--- src/rtl/sram_port_arbiter_pkg.sv ---
// Shared types and default sizes for the SRAM port arbiter.
// Holds the controller state type, the grant-owner type and the
// AW/DW/DEPTH defaults used by the interface and the top.
package sram_port_arbiter_pkg;

    localparam int AW_DEFAULT    = 8;
    localparam int DW_DEFAULT    = 7;
    localparam int DEPTH_DEFAULT = 256;

    typedef enum logic {
        INIT,
        RUN
    } state_t;

    typedef enum logic [1:0] {
        GNT_NONE,
        GNT_W,
        GNT_R
    } gnt_t;

endpackage

--- src/rtl/sram_port_arbiter_if.sv ---
// Bus bundle between the requesters/SRAM and the SRAM port arbiter.
//   write request : w_valid, w_ready, w_addr, w_data
//   read request  : r_valid, r_ready, r_addr
//   read response : r_resp_valid, r_resp_data
//   SRAM port     : mem_en, mem_wmode, mem_addr, mem_wdata, mem_rdata
// master = requesters plus SRAM macro side, slave = arbiter side.
interface sram_port_arbiter_if
    import sram_port_arbiter_pkg::*;
#(
    parameter int AW = AW_DEFAULT,
    parameter int DW = DW_DEFAULT
);
    logic          w_valid;
    logic          w_ready;
    logic [AW-1:0] w_addr;
    logic [DW-1:0] w_data;
    logic          r_valid;
    logic          r_ready;
    logic [AW-1:0] r_addr;
    logic          r_resp_valid;
    logic [DW-1:0] r_resp_data;
    logic          mem_en;
    logic          mem_wmode;
    logic [AW-1:0] mem_addr;
    logic [DW-1:0] mem_wdata;
    logic [DW-1:0] mem_rdata;

    modport master (
        output w_valid, w_addr, w_data, r_valid, r_addr, mem_rdata,
        input  w_ready, r_ready, r_resp_valid, r_resp_data,
        input  mem_en, mem_wmode, mem_addr, mem_wdata
    );

    modport slave (
        input  w_valid, w_addr, w_data, r_valid, r_addr, mem_rdata,
        output w_ready, r_ready, r_resp_valid, r_resp_data,
        output mem_en, mem_wmode, mem_addr, mem_wdata
    );

endinterface

--- src/rtl/sram_port_arbiter_rr_arb2.sv ---
// sram_rr_arb2: two-input round-robin arbiter (write vs read).
// Ports: clock, reset_n (async, active low), enable (arbitration allowed),
//        w_valid/r_valid (requests), w_ready/r_ready (grants, combinational),
//        gnt (grant owner this cycle).
// A lone requester is granted at once; with both valid the one not granted
// most recently wins. The pointer moves only on a grant and favours write
// after reset.
module sram_rr_arb2
    import sram_port_arbiter_pkg::*;
(
    input  logic clock,
    input  logic reset_n,
    input  logic enable,
    input  logic w_valid,
    input  logic r_valid,
    output logic w_ready,
    output logic r_ready,
    output gnt_t gnt
);

    // 1: read wins a tie, 0: write wins a tie
    logic prio_r;

    always_comb begin
        gnt = GNT_NONE;
        if (enable) begin
            if (w_valid && (!r_valid || !prio_r)) begin
                gnt = GNT_W;
            end else if (r_valid) begin
                gnt = GNT_R;
            end
        end
    end

    assign w_ready = (gnt == GNT_W);
    assign r_ready = (gnt == GNT_R);

    always_ff @(posedge clock or negedge reset_n) begin
        if (!reset_n) begin
            prio_r <= 1'b0;
        end else if (gnt == GNT_W) begin
            prio_r <= 1'b1;
        end else if (gnt == GNT_R) begin
            prio_r <= 1'b0;
        end
    end

endmodule

--- src/rtl/sram_port_arbiter.sv ---
// sram_port_arbiter: shares one single-port SRAM between a write and a
// read requester, at most one SRAM access per cycle.
// Ports: clock, reset_n (async, active low), bus (slave modport of
//        sram_port_arbiter_if: request, response and SRAM signals),
//        init_done (clear sweep finished, requests accepted).
// Build option SRAM_PORT_ARBITER_INIT_CLEAR_EN: when defined, the SRAM is
// cleared to zero by a sweep over every address after reset before any
// request is accepted; otherwise requests are accepted straight away.
// Read data passes through from mem_rdata; r_resp_valid marks the cycle
// after a read grant.
module sram_port_arbiter
    import sram_port_arbiter_pkg::*;
#(
    parameter int AW    = AW_DEFAULT,
    parameter int DW    = DW_DEFAULT,
    parameter int DEPTH = DEPTH_DEFAULT
)(
    input  logic               clock,
    input  logic               reset_n,
    sram_port_arbiter_if.slave bus,
    output logic               init_done
);

    if (DEPTH != (1 << AW)) begin : g_depth_check
        $error("sram_port_arbiter: DEPTH must equal 2**AW");
    end

    gnt_t gnt;
    logic run;

`ifdef SRAM_PORT_ARBITER_INIT_CLEAR_EN
    localparam logic [AW-1:0] LAST_ADDR = AW'(DEPTH - 1);

    state_t        state;
    state_t        state_next;
    logic [AW-1:0] init_cnt;
    logic          sweep;

    always_ff @(posedge clock or negedge reset_n) begin
        if (!reset_n) begin
            state <= INIT;
        end else begin
            state <= state_next;
        end
    end

    // sweep/run are qualified by reset_n so the SRAM port stays idle
    // while reset is held even though the state register sits in INIT.
    always_comb begin
        state_next = state;
        sweep      = 1'b0;
        run        = 1'b0;
        case (state)
            INIT: begin
                sweep = reset_n;
                if (init_cnt == LAST_ADDR) begin
                    state_next = RUN;
                end
            end
            RUN: run = reset_n;
            default: state_next = INIT;
        endcase
    end

    always_ff @(posedge clock or negedge reset_n) begin
        if (!reset_n) begin
            init_cnt <= '0;
        end else if (state == INIT) begin
            init_cnt <= init_cnt + 1'b1;
        end
    end

    always_ff @(posedge clock or negedge reset_n) begin
        if (!reset_n) begin
            init_done <= 1'b0;
        end else begin
            init_done <= (state_next == RUN);
        end
    end
`else
    assign run       = reset_n;
    assign init_done = 1'b1;
`endif

    sram_rr_arb2 u_arb (
        .clock   (clock),
        .reset_n (reset_n),
        .enable  (run),
        .w_valid (bus.w_valid),
        .r_valid (bus.r_valid),
        .w_ready (bus.w_ready),
        .r_ready (bus.r_ready),
        .gnt     (gnt)
    );

    always_comb begin
        bus.mem_en    = 1'b0;
        bus.mem_wmode = 1'b0;
        bus.mem_addr  = '0;
        bus.mem_wdata = '0;
        case (gnt)
            GNT_W: begin
                bus.mem_en    = 1'b1;
                bus.mem_wmode = 1'b1;
                bus.mem_addr  = bus.w_addr;
                bus.mem_wdata = bus.w_data;
            end
            GNT_R: begin
                bus.mem_en    = 1'b1;
                bus.mem_addr  = bus.r_addr;
            end
            default: ;
        endcase
`ifdef SRAM_PORT_ARBITER_INIT_CLEAR_EN
        // sweep and grants are mutually exclusive (no grant outside RUN)
        if (sweep) begin
            bus.mem_en    = 1'b1;
            bus.mem_wmode = 1'b1;
            bus.mem_addr  = init_cnt;
            bus.mem_wdata = '0;
        end
`endif
    end

    always_ff @(posedge clock or negedge reset_n) begin
        if (!reset_n) begin
            bus.r_resp_valid <= 1'b0;
        end else begin
            bus.r_resp_valid <= (gnt == GNT_R);
        end
    end

    assign bus.r_resp_data = bus.mem_rdata;

endmodule

--- src/flat_wrapper.sv ---
// flat-port wrapper written by rule: the top's interface ports become plain ports
module sram_port_arbiter_flat import sram_port_arbiter_pkg::*;
#(
    parameter int AW    = AW_DEFAULT,
    parameter int DW    = DW_DEFAULT,
    parameter int DEPTH = DEPTH_DEFAULT
)
  (clock, reset_n, init_done, bus_w_valid, bus_w_addr, bus_w_data, bus_r_valid, bus_r_addr, bus_mem_rdata, bus_w_ready, bus_r_ready, bus_r_resp_valid, bus_r_resp_data, bus_mem_en, bus_mem_wmode, bus_mem_addr, bus_mem_wdata);
  sram_port_arbiter_if #(.AW(AW), .DW(DW)) bus_i ();
  input  logic clock;
  input  logic reset_n;
  output logic init_done;
  input wire logic [$bits(bus_i.w_valid)-1:0] bus_w_valid;
  input wire logic [$bits(bus_i.w_addr)-1:0] bus_w_addr;
  input wire logic [$bits(bus_i.w_data)-1:0] bus_w_data;
  input wire logic [$bits(bus_i.r_valid)-1:0] bus_r_valid;
  input wire logic [$bits(bus_i.r_addr)-1:0] bus_r_addr;
  input wire logic [$bits(bus_i.mem_rdata)-1:0] bus_mem_rdata;
  output wire logic [$bits(bus_i.w_ready)-1:0] bus_w_ready;
  output wire logic [$bits(bus_i.r_ready)-1:0] bus_r_ready;
  output wire logic [$bits(bus_i.r_resp_valid)-1:0] bus_r_resp_valid;
  output wire logic [$bits(bus_i.r_resp_data)-1:0] bus_r_resp_data;
  output wire logic [$bits(bus_i.mem_en)-1:0] bus_mem_en;
  output wire logic [$bits(bus_i.mem_wmode)-1:0] bus_mem_wmode;
  output wire logic [$bits(bus_i.mem_addr)-1:0] bus_mem_addr;
  output wire logic [$bits(bus_i.mem_wdata)-1:0] bus_mem_wdata;
  assign bus_i.w_valid = bus_w_valid;
  assign bus_i.w_addr = bus_w_addr;
  assign bus_i.w_data = bus_w_data;
  assign bus_i.r_valid = bus_r_valid;
  assign bus_i.r_addr = bus_r_addr;
  assign bus_i.mem_rdata = bus_mem_rdata;
  assign bus_w_ready = bus_i.w_ready;
  assign bus_r_ready = bus_i.r_ready;
  assign bus_r_resp_valid = bus_i.r_resp_valid;
  assign bus_r_resp_data = bus_i.r_resp_data;
  assign bus_mem_en = bus_i.mem_en;
  assign bus_mem_wmode = bus_i.mem_wmode;
  assign bus_mem_addr = bus_i.mem_addr;
  assign bus_mem_wdata = bus_i.mem_wdata;
  sram_port_arbiter #(.AW(AW), .DW(DW), .DEPTH(DEPTH)) u_core (.clock(clock), .reset_n(reset_n), .bus(bus_i), .init_done(init_done));
endmodule
--- config.mk ---
export PLATFORM = sky130hd
export DESIGN_NAME = sram_port_arbiter_flat
export DESIGN_NICKNAME = d
export VERILOG_FILES = /design/src/rtl/sram_port_arbiter_pkg.sv /design/src/rtl/sram_port_arbiter_if.sv /design/src/rtl/sram_port_arbiter_rr_arb2.sv /design/src/rtl/sram_port_arbiter.sv /design/src/flat_wrapper.sv
export SDC_FILE = /design/constraint.sdc
export NUM_CORES = 1
export LEC_CHECK = 0
export BUFFER_PORTS_ARGS = -buffer_cell sky130_fd_sc_hd__buf_2
export CAP_MARGIN = 20
export CORE_MARGIN = 3
export CORE_UTILIZATION = 28
export DETAILED_ROUTE_END_ITERATION = 12
export GPL_ROUTABILITY_DRIVEN = 0
export GPL_TIMING_DRIVEN = 0
export PLACE_DENSITY = 0.76
export SYNTH_ARGS = -nofsm -noshare
export SYNTH_HDL_FRONTEND = slang
export SYNTH_HIERARCHICAL = 1
export SYNTH_SLANG_ARGS = --single-unit
export TNS_END_PERCENT = 100
--- constraint.sdc ---
create_clock -name clock -period 1.7 [get_ports clock]
set_input_delay 0.255 -clock clock [delete_from_list [all_inputs] [get_ports clock]]
set_output_delay 0.255 -clock clock [all_outputs]
set_load 0.01 [all_outputs]
-- Word level (Yosys, flattened, before mapping)
Cells that the tools add are included.
- register bits after elaboration: 2
- latch bits: 0
- RAM bits: 0
- ROM bits: 0
- input bits: 34
- output and inout port bits: 28
- memories: 0
- $add $sub $neg: 0
- $mul: 0
- div/mod/pow operators: 0
- magnitude comparators: 0
- equality and inequality tests: 2
- shifts and indexed selects: 0
- multiplexer cells: 9
- bitwise operators: 0
- reductions and logical operators: 6
- operators with widths (kind ; count):
    $pmux W8 S2 ; 1
    $mux W7 ; 1
    $mux W2 ; 3
    $mux W1 ; 4
    $eq A2 B1 Y1 const B ; 1
    $eq A2 B2 Y1 const B ; 1
    $logic_not A1 Y1 ; 2
    $reduce_bool A2 Y1 ; 1
    $reduce_or A2 Y1 ; 1
    $logic_and A1 B1 Y1 ; 1
    $logic_or A1 B1 Y1 ; 1

-- Depth between registers and ports, before layout
Gate-level depths: netlist of the first run.
- depth in word-level cells: 8
- gate-level depth with buffers: 7
- gate-level depth less buffers: 6

-- Cells and area by module
The synthesis of the first run kept the hierarchy.
- modules (own cells, without submodules) (module ; times used ; cells each ; area an instance (µm²)):
    sram_port_arbiter ; 1 ; 41 ; 317.8
    sram_rr_arb2 ; 1 ; 10 ; 97.6

-- Least setup slack after synthesis of the first run
OpenSTA, ideal clock, no wires.
- path kind: reg2out
- start point: register u_core.u_arb.prio_r
- end point: output port bus_mem_addr[1]
- arrival time: 1.322 ns
- data required time: 1.445 ns
- slack: 0.123 ns
- stages on the path, launching flop included: 7
- path through: dfrtp_1 -> o211a_1 -> inv_1 -> ha_1 -> buf_6 -> a22oi_2 -> nor2_2
- word-level cells in the longest chain between the ends: 7
- elaborated cells on any way between the ends: 8
- classes of those cells: eq/ne: 2; mux: 3; reduce/logical: 3
- ends and longest elaborated chain (what ; RTL line ; RTL):
    from (decl) ; sram_port_arbiter_rr_arb2.sv:22 ; logic prio_r;
    from (signal assigned) ; sram_port_arbiter_rr_arb2.sv:40 ; prio_r <= 1'b0;
    from (signal assigned) ; sram_port_arbiter_rr_arb2.sv:42 ; prio_r <= 1'b1;
    from (signal assigned) ; sram_port_arbiter_rr_arb2.sv:44 ; prio_r <= 1'b0;
    $logic_not A1 Y1 * ; sram_port_arbiter_rr_arb2.sv:27 ; if (w_valid && (!r_valid || !prio_r)) begin
    $logic_or A1 B1 Y1 * ; sram_port_arbiter_rr_arb2.sv:27 ;
    $logic_and A1 B1 Y1 * ; sram_port_arbiter_rr_arb2.sv:27 ;
    $mux W2 * ; sram_port_arbiter_rr_arb2.sv:27 ;
    $mux W2 * ; sram_port_arbiter_rr_arb2.sv:26 ; if (enable) begin
    named net u_core.gnt[1] ; sram_port_arbiter.sv:28 ; gnt_t gnt;
    $eq A2 B2 Y1 or $eq A2 B1 Y1 (tied branches) ; sram_port_arbiter.sv:101 ; case (gnt)
    $pmux W8 S2 * ; sram_port_arbiter.sv:101 ;
    to (decl) ; flat_wrapper.sv:25 ; output wire logic [$bits(bus_i.mem_addr)-1:0] bus_mem_addr;
Mark *: on every way through the listed nets, which the timed path passes. The rest lies on a longest branch.

-- Worst setup path in the final report of the first run
- start point: register u_core.u_arb.prio_r
- end point: output port bus_mem_addr[4]
Same word-level chain as after synthesis.

==> impl_metrics.toml, run 1 <==
[final_layout]
nets = 155
diodes = 0
synthToLayoutAreaGrowth_pct = 126.8
final_util_pct = 69.79
fin_cells = 130
drive_above_1_share_pct = 88.70

[routing]
drt_first_pass_iters = 4
antenna_left = 0
num_vias = 594
avgViaCountPerCell = 4.569
wl_per_cell_um = 12.29
drtIter0Drc = 4
routed_wl_um = 1598
drc_errors = 0

[logic_synthesis]
yosys.area.top_type = "buf_4"
synth_cells = 51
synth_edf_count = 0
synth_nets = 89
yosysMostFrequentCell = "buf_4"
synthArstFlopShare_pct = 100.0
syn-cell-area_um2 = 415.4
synthDistinctLibCells = 18
synth_seq_cells = 2
synth_top_cells_by_count = "buf_4, and2_2, a22oi_1, nor2_1"
ys.flop_type = "dfrtp_1"
syn_area_per_cell_um2 = 8.145
seq_area_frac_synth_pct = 12.05
synthTopCellsByArea = "buf_4, and2_2, dfrtp_1, ha_1, a22oi_1"
synth_top_area_share_pct = 14.46
yosys_warnings = 6

[die]
dieArea_um2 = 1982
pin_count = 62
core_um2 = 1350
initial_core_util_pct = 30.77
die_y_um = 44.52
die_x_um = 44.52
rows = 13

[cts]
cts_max_level = 1
cts-root-buf = "clkbuf_4"
cts.clk_slew.worst_paths_ns = 0.03
cts_buffers = 3
clock_latency_ns = 0.23
cts_tree = "built"
numClockSinks = 2
cts_max_path_buffers = 2

[placement]
dp_cells = 119
port_buffers = 53
dp_slack_ns = -0.02903
post-dp-hpwl_um = 1096

[worst_setup_path]
r2r-start = "u_core/u_arb/prio_r"
slowest_delay_ns = 0.41
crit_path_start_kind = "flip-flop"
reg2regPathDepth = 7
r2r_slack_ns = 0.16
cp_max_fo = 5
path_cells = "o211a_4 -> inv_2 -> ha_4 -> buf_4 -> a22oi_2 -> nor2_1 -> buf_2"
endpoint = "bus_mem_addr[4]"
worstSetupEndpointType = "output port"
cp.required_ns = 1.44
rr_endpoint = "u_core/u_arb/prio_r"
startpoint = "u_core/u_arb/prio_r"
path_class = "flip-flop to output port"
worst_path_max_delay_cell = "dfrtp_1"
critPathArrivalTime_ns = 1.57

[global_route]
first_global_vias = 559
antenna_found_initial = 0
grt_overflow = 0
grt_pass1_wl_um = 2304
track_usage_pct = 15.76
grt_max_degree = 11

[power]
vdd_drop_max_mv = 0.3311
p_leak_nw = 0.5076
power.total_uw = 449.8
power_density_nw_per_um2 = 477.4

[timing]
fmax_ghz = 0.5482
setup_violations = 16
setup_slack_ns = -0.1243
finalCritPeriodShare_pct = 107.3
timing_hold_violations_final = 0
finClkSkew_ns = 0.005102
rsz0062_at_grt = "yes"
period_minus_slack_ns = 1.824
finalMaxSlewViolations = 0

[run_status]
violations = "setup timing"
status = "finished, violations left"

[worst_hold_path]
hold_path.class = "primary input to async pin"

[job]
cap_violations = 0
==> routing by layer <==
metal  GRT usage, %  wire length, um  vias to the layer above
met4          5.422                8                        0
met5              0                0                        -
met2          32.95              962                       31
met1          14.66              461                      268
met3          2.439              166                        2
li1               -                -                      293
==> how the worst min path moves through the flow <==
| stage | startpoint | endpoint | slack, ns | depth (start not counted) |
|---|---|---|---|---|
| final | reset_n | u_core/bus.r_resp_valid | 0.46 | 2 |
| after global routing | reset_n | u_core/bus.r_resp_valid | 0.46 | 2 |
| after CTS | reset_n | u_core/bus.r_resp_valid | 0.41 | 2 |
| after detailed placement | reset_n | u_core/u_arb/prio_r | 0.07 | 1 |
| after global placement | reset_n | u_core/u_arb/prio_r | 0.06 | 1 |
| after floorplan | reset_n | u_core/bus.r_resp_valid | -0.04 | 0 |
==> kinds of logic (layout without fill, tap and decap cells) <==
family                   count (synthesis)  in the layout  share of synthesized area, %
AND/OR/NAND/NOR                         18             18                         25.30
buffers and inverters                   15             79                         24.70
AO/OA/AOI/OAI                           10             10                         22.29
adder cells (fa/ha/maj)                  4              4                         12.05
flip-flops                               2              2                         12.05
other                                    1              1                        0.9027
multiplexers                             1              1                         2.711
==> report_power, final <==
| part | switching (mW) | internal, mW |
|---|---|---|
| clock | 0.0281 | 0.0780 |
| combinational | 0.119 | 0.163 |
| sequential | 0.00684 | 0.0545 |
==> layout by cell type (no fill, tap or decap) <==
| cell | instances |
|---|---|
| buf_6 | 13 |
| clkbuf_4 | 3 |
| buf_4 | 13 |
| o211a_4 | 1 |
| o211ai_1 | 1 |
| a22oi_2 | 7 |
| mux2_2 | 1 |
| nand3_4 | 1 |
| inv_2 | 3 |
| ha_1 | 1 |
| ha_4 | 3 |
| conb_1 | 1 |
| a22oi_1 | 1 |
| and3_4 | 1 |
| inv_1 | 1 |
| buf_2 | 45 |
| nand2_2 | 1 |
| nor2_2 | 3 |
| nor2_1 | 5 |
| dfrtp_1 | 2 |
| and2_4 | 7 |
| dlygate4sd3_1 | 1 |
==> sequential cells by signal (all words and copies together) (netlist names) <==
signal / flops
u_core/bus.r_resp_valid: 1
u_core/u_arb/prio_r: 1
==> through the flow <==
stage	hold WS [ns]	cell area, um^2	setup TNS [ns]
3_5_place_dp	0.06532	699.4	-0.1272
6_report	0.4593	942.2	-1.007
4_1_cts	0.4088	904.6	-0.9249
3_3_place_gp	0.06499	699.4	0
5_1_grt	0.4600	942.2	-2.178
2_1_floorplan	-0.04059	415.4	0
==> what timing repair did <==
item                                    in CTS  in global routing
hold buffers                                 1                  0
gates cloned                                 0                  1
pin swaps                                    6                  2
resized for setup                           24                 13
hold endpoints to repair                     2                  0
buffers inserted                             9                  2
endpoints found under the setup margin      16                 18
==> cell type report <==
cell class | instances | area (um^2)
Clock buffer | 3 | 22.52
Buffer | 9 | 71.32
Fill cell | 112 | 407.9
Inverter | 4 | 15.01
Multi-Input combinational cell | 34 | 356.6
Timing Repair Buffer | 63 | 407.9
Sequential cell | 2 | 50.05
Tap cell | 15 | 18.77
==> critical path: cells and delay by family, from the launching register on <==
family	cells	cell delay, ns
AOI/OAI and AO/OA	2	0.33
DFF	1	0.41
buffers and inverters	3	0.34
and+or+nand+nor	1	0.10
adders and majority gates	1	0.17
Note: power is estimated with default switching activity, not from simulation.
==> run 2, diff against run 1 <==
--- a/config.mk
+++ b/config.mk
@@ -11,7 +11,6 @@
 export CORE_UTILIZATION = 28
 export DETAILED_ROUTE_END_ITERATION = 12
 export GPL_ROUTABILITY_DRIVEN = 0
-export GPL_TIMING_DRIVEN = 0
 export PLACE_DENSITY = 0.76
 export SYNTH_ARGS = -nofsm -noshare
 export SYNTH_HDL_FRONTEND = slang
==> run 2 against run 1 <==
Net effect: the run still ends with setup timing left; critical path depth stayed put; sequential power is 3% lower; global-route usage is 3.2 points lower; maximum frequency is 1.2% lower; sequential share of layout area is 1.1 points higher; clock skew is 0.0041 ns lower; total power is 16% lower; die area stayed put; critical path type unchanged; via count is 15% lower; final cell count is 16% lower.
==> impl_metrics.toml, run 2 (synthesized netlist as in run 1, its figures left out) <==
[cts]
clock_latency_ns = 0.22
cts_max_path_buffers = 2
cts_tree = "built"
cts.clk_slew.worst_paths_ns = 0.03
numClockSinks = 2
cts_max_level = 1
cts_buffers = 3
cts-root-buf = "clkbuf_4"

[worst_setup_path]
crit_path_start_kind = "flip-flop"
startpoint = "u_core/u_arb/prio_r"
path_class = "flip-flop to output port"
worstSetupEndpointType = "output port"
cp.required_ns = 1.44
critPathArrivalTime_ns = 1.59
cp_max_fo = 8
r2r-start = "u_core/u_arb/prio_r"

[global_route]
grt_overflow = 0
grt_max_degree = 17
grt_pass1_wl_um = 1794
first_global_vias = 446
antenna_found_initial = 0
track_usage_pct = 12.53

[die]
dieArea_um2 = 1982
rows = 13
pin_count = 62
die_y_um = 44.52
initial_core_util_pct = 30.77
core_um2 = 1350
die_x_um = 44.52

[routing]
drc_errors = 0
wl_per_cell_um = 12.18
avgViaCountPerCell = 4.642
antenna_left = 0
drtIter0Drc = 2
num_vias = 506
routed_wl_um = 1328
drt_first_pass_iters = 4

[placement]
dp_cells = 102
port_buffers = 46
placed_cell_area_um2 = 596.8
dp_slack_ns = -0.04215
post-dp-hpwl_um = 1020

[timing]
period_minus_slack_ns = 1.847
fmax_ghz = 0.5414
finalMaxSlewViolations = 0
rsz0062_at_grt = "yes"
setup_slack_ns = -0.1470
finalCritPeriodShare_pct = 108.6
timing_hold_violations_final = 0
setup_violations = 17
finClkSkew_ns = 0.0009548

[final_layout]
nets = 134
final_util_pct = 57.65
final_common_cell = "buf_2"
drive_above_1_share_pct = 81.91
regArea_um2 = 50.05
synthToLayoutAreaGrowth_pct = 87.35
nFillCells = 119
diodes = 0
multiInputGateArea_um2 = 321.6
fin_cells = 109
mostFrequentLayoutCells = "buf_2, buf_6, a22oi_2, and2_4, nor2_1"
top_regs = "u_core/bus.r_resp_valid: 1 flops, u_core/u_arb/prio_r: 1 flops"
finish.instance_area_um2 = 778.2

[power]
power_density_nw_per_um2 = 486.6
p_leak_nw = 0.4182
vdd_drop_max_mv = 0.3978
power.total_uw = 378.7

[worst_hold_path]
hold_path.class = "primary input to async pin"

[run_status]
status = "finished, violations left"
violations = "setup timing"

[job]
cap_violations = 0
-- run 2: metal layers --
layer  vias up  wire length (um)  GRT usage [%]
met5         -                 0              0
met4         0                 8          7.229
met3         2               148          4.472
met2        27               707          24.07
met1       226               463          10.79
li1        251                 -              -
-- run 2: metrics by stage --
stage                     hold slack (ns)  TNS (ns)
after floorplan                  -0.04059         0
after CTS                          0.4080    -1.658
after global placement            0.06561         0
after global routing               0.4206    -2.333
final                              0.4169    -1.466
after detailed placement          0.06721   -0.2545
-- run 2: layout make-up --
type	instances	area share [%]
timing repair buffer	51	45.02
multi-input combinational	34	41.32
sequential	2	6.431
clock buffer	3	2.894
tap	15	2.412
inverter	4	1.929
-- run 2: final timing paths --
| path | endpoint | slack, ns | cells after the start |
|---|---|---|---|
| setup / recovery | bus_mem_addr[6] | -0.15 | 7 |
| hold / removal | u_core/bus.r_resp_valid | 0.42 | 2 |
| setup reg to reg | u_core/u_arb/prio_r | 0.03 | 5 |
| hold reg to reg | u_core/u_arb/prio_r | 0.56 | 1 |
| max in group asynchronous | u_core/u_arb/prio_r | 1.15 | 2 |
| min in group clock | bus_r_resp_data[0] | 0.51 | 0 |
-- run 2: power by group --
| group | internal (mW) | total [mW] | switching (mW) | leakage (nW) |
|---|---|---|---|---|
| clock | 0.0776 | 0.102 | 0.0242 | 0.0138 |
| combinational | 0.123 | 0.217 | 0.0945 | 0.378 |
| sequential | 0.0546 | 0.0595 | 0.00497 | 0.0266 |
-- run 2: critical path, stage by stage (launching register included) --
cell and delay, ns:
dfrtp_1 0.37, o211a_1 0.26, inv_2 0.06, ha_4 0.18
buf_12 0.14, a22oi_1 0.18, nor2_1 0.05, buf_2 0.13
-- run 2: repair_timing --
item | 4_1_cts | 5_1_grt
endpoints found under the hold margin | 2 | 0
setup endpoints to repair | 16 | 17
resized for setup | 13 | 14
hold buffers | 1 | 0
pin swaps | 1 | 2
buffers inserted | 1 | 1
cloned | 0 | 1
==> run 3, diff against run 2 <==
--- a/config.mk
+++ b/config.mk
@@ -5,6 +5,7 @@
 export SDC_FILE = /design/constraint.sdc
 export NUM_CORES = 1
 export LEC_CHECK = 0
+export ABC_AREA = 1
 export BUFFER_PORTS_ARGS = -buffer_cell sky130_fd_sc_hd__buf_2
 export CAP_MARGIN = 20
 export CORE_MARGIN = 3
==> constraint.sdc (replaced) <==
create_clock -name clock -period 2.1 [get_ports clock]
set_input_delay 0.315 -clock clock [delete_from_list [all_inputs] [get_ports clock]]
set_output_delay 0.315 -clock clock [all_outputs]
set_load 0.01 [all_outputs]
==> run 3 against run 2 <==
Net effect: the flow now finishes without violations; critical path depth unchanged; synthesized area is 0.30% higher; worst setup slack improved by 0.32 ns; die area grew 0.27%; cell area decreased by 20%; via count is 3.2% higher; total power is 37% lower; clock skew up 0.0027 ns; sequential power shrank 23%; clock power decreased by 18%; non-clock buffer count decreased by 4; largest cell class is now multi-input gates; highest routed layer unchanged.
==> impl_metrics.toml, run 3 <==
[run_status]
status = "complete, no violations"

[global_route]
grt_pass1_wl_um = 1987
grt_use_met2_pct = 22.92
track_usage_pct = 13.60
grt_overflow = 0
busiest_layer = "met2"
grt_use_met1_pct = 15.35
grt_util_met3_pct = 0
antenna_found_initial = 0
grt_max_degree = 17
first_global_vias = 496

[power]
p_seq_share_pct = 19.1
p_int_uw = 154.9
pwr-share-clk_pct = 35.2
pwr-share-comb_pct = 45.8
switchingPower_uw = 84.19
vdd_drop_max_mv = 0.1467
power_density_nw_per_um2 = 384.5
switching_share_pct = 35.21
power.total_uw = 239.1
p_leak_nw = 0.4204

[final_layout]
final_util_pct = 46.06
mostFrequentLayoutCells = "buf_2, nand2_1, inv_1"
synthToLayoutAreaGrowth_pct = 49.25
nFillCells = 160
nets = 149
multiInputGateArea_um2 = 241.5
final_common_cell = "buf_2"
top_regs = "u_core/bus.r_resp_valid: 1 flops, u_core/u_arb/prio_r: 1 flops"
drive_above_1_share_pct = 53.21
regArea_um2 = 50.05
diodes = 0

[logic_synthesis]
synth_top_area_share_pct = 24.32
synth_nets = 108
ys.flop_type = "dfrtp_1"
seq_area_frac_synth_pct = 12.01
synthArstFlopShare_pct = 100.0
synthDistinctLibCells = 14
yosysMostFrequentCell = "nand2_1"
synth_edf_count = 0
synth_seq_cells = 2
synth_cells = 70
yosys.area.top_type = "nand2_1"
synthTopCellsByArea = "nand2_1, buf_4, dfrtp_1, ha_1, inv_1"
yosys_warnings = 6
syn-cell-area_um2 = 416.7
synth_top_cells_by_count = "nand2_1, inv_1, buf_4"
syn_area_per_cell_um2 = 5.952

[die]
initial_core_util_pct = 30.86
core_um2 = 1350
pin_count = 62
die_x_um = 44.58
rows = 13
die_y_um = 44.58
dieArea_um2 = 1987

[worst_setup_path]
cp.required_ns = 1.78
worstSetupEndpointType = "output port"
crit_path_start_kind = "flip-flop"
path_class = "flip-flop to output port"
cp_max_fo = 16
critPathArrivalTime_ns = 1.61

[timing]
finClkSkew_ns = 0.003690
rsz0062_at_grt = "no"
timing_hold_violations_final = 0
finalCritPeriodShare_pct = 91.89
setup_slack_ns = 0.1703
finalMaxSlewViolations = 0
setup_violations = 0
hold_ws_ns = 0.4523
fmax_ghz = 0.5182
period_minus_slack_ns = 1.930
fin_tns_setup_ns = 0

[cts]
cts_buffers = 3
cts_max_path_buffers = 2
clock_latency_ns = 0.22
numClockSinks = 2
cts_tree = "built"
cts-root-buf = "clkbuf_4"
cts.clk_slew.worst_paths_ns = 0.03
cts_setup_buffers = 0
cts_max_level = 1

[routing]
avgViaCountPerCell = 4.210
drc_errors = 0
antenna_left = 0
num_vias = 522
drt_first_pass_iters = 2
drtIter0Drc = 7
wl_per_cell_um = 10.65
routed_wl_um = 1321

[placement]
post-dp-hpwl_um = 1085
port_buffers = 46
dp_slack_ns = 0.1924

[job]
cap_violations = 0

[worst_hold_path]
hold_path.class = "primary input to async pin"
[run 3: cell types whose count changed after synthesis, moves of 3 or more]
cell,change
nor2_1,-5
a21oi_1,+5
inv_1,+8
and2_2,-7
a21oi_2,+4
nand2_1,+26
nor2_2,-3
a22oi_1,-5
a22oi_2,-3
[run 3: cells by family after synthesis]
kind of cell | count (synthesis) | synth area share, %
other cells | 1 | 0.9000
buf+inv | 24 | 31.23
flops | 2 | 12.01
simple gates | 29 | 28.23
fa+ha+maj | 4 | 12.01
compound gates | 10 | 15.61
[run 3: layout make-up]
cell class              count  share of cell area (%)
well taps                  15                   3.018
flip-flops and latches      2                   8.048
repair buffers             47                   38.63
multi-input cells          44                   38.83
clock buffers               3                   3.622
inverters                  13                   7.847
[run 3: worst paths after layout]
path | from | end | slack (ns) | cells past startpoint
setup / recovery | u_core/u_arb/prio_r | bus_mem_addr[5] | 0.17 | 7
hold / removal | reset_n | u_core/bus.r_resp_valid | 0.45 | 2
setup reg to reg | u_core/u_arb/prio_r | u_core/u_arb/prio_r | 0.90 | 5
hold reg to reg | u_core/u_arb/prio_r | u_core/u_arb/prio_r | 0.55 | 2
max in group asynchronous | reset_n | u_core/u_arb/prio_r | 1.52 | 2
min in group clock | u_core/u_arb/prio_r | u_core/u_arb/prio_r | 0.55 | 2
[run 3: stage by stage]
step,cells,cell area [um^2]
final,124,621.8
after global routing,124,621.8
after CTS,124,619.3
after detailed placement,120,584.3
after global placement,120,584.3
after floorplan,70,416.7
[run 3: power by group through the flow]
stage	sequential [mW]	combinational, mW	clock (mW)
after floorplan	0.0458	0.0732	0
after global placement	0.0458	0.104	0
after detailed placement	0.0460	0.107	0
after CTS	0.0456	0.109	0.0888
after global routing	0.0459	0.123	0.0946
final	0.0456	0.109	0.0841
[run 3: timing repair]
item | in CTS | in global routing
hold buffers | 1 | 0
gates resized for setup | 1 | 1
hold endpoints to repair | 2 | 0
setup endpoints to repair | 3 | 2
[run 3: worst max-delay path, cell delays in order (launching register included)]
cell and delay, ns:
dfrtp_1 0.38, nand2_2 0.11, nand3_2 0.09, inv_2 0.08, ha_2 0.35, nand2_1 0.11
a21oi_2 0.14, buf_2 0.14
[run 3: per-layer routing]
layer  wire (um)  up-vias
met5           0        -
met4           6        0
met3         116        4
met2         727       22
met1         470      218
li1            -      278
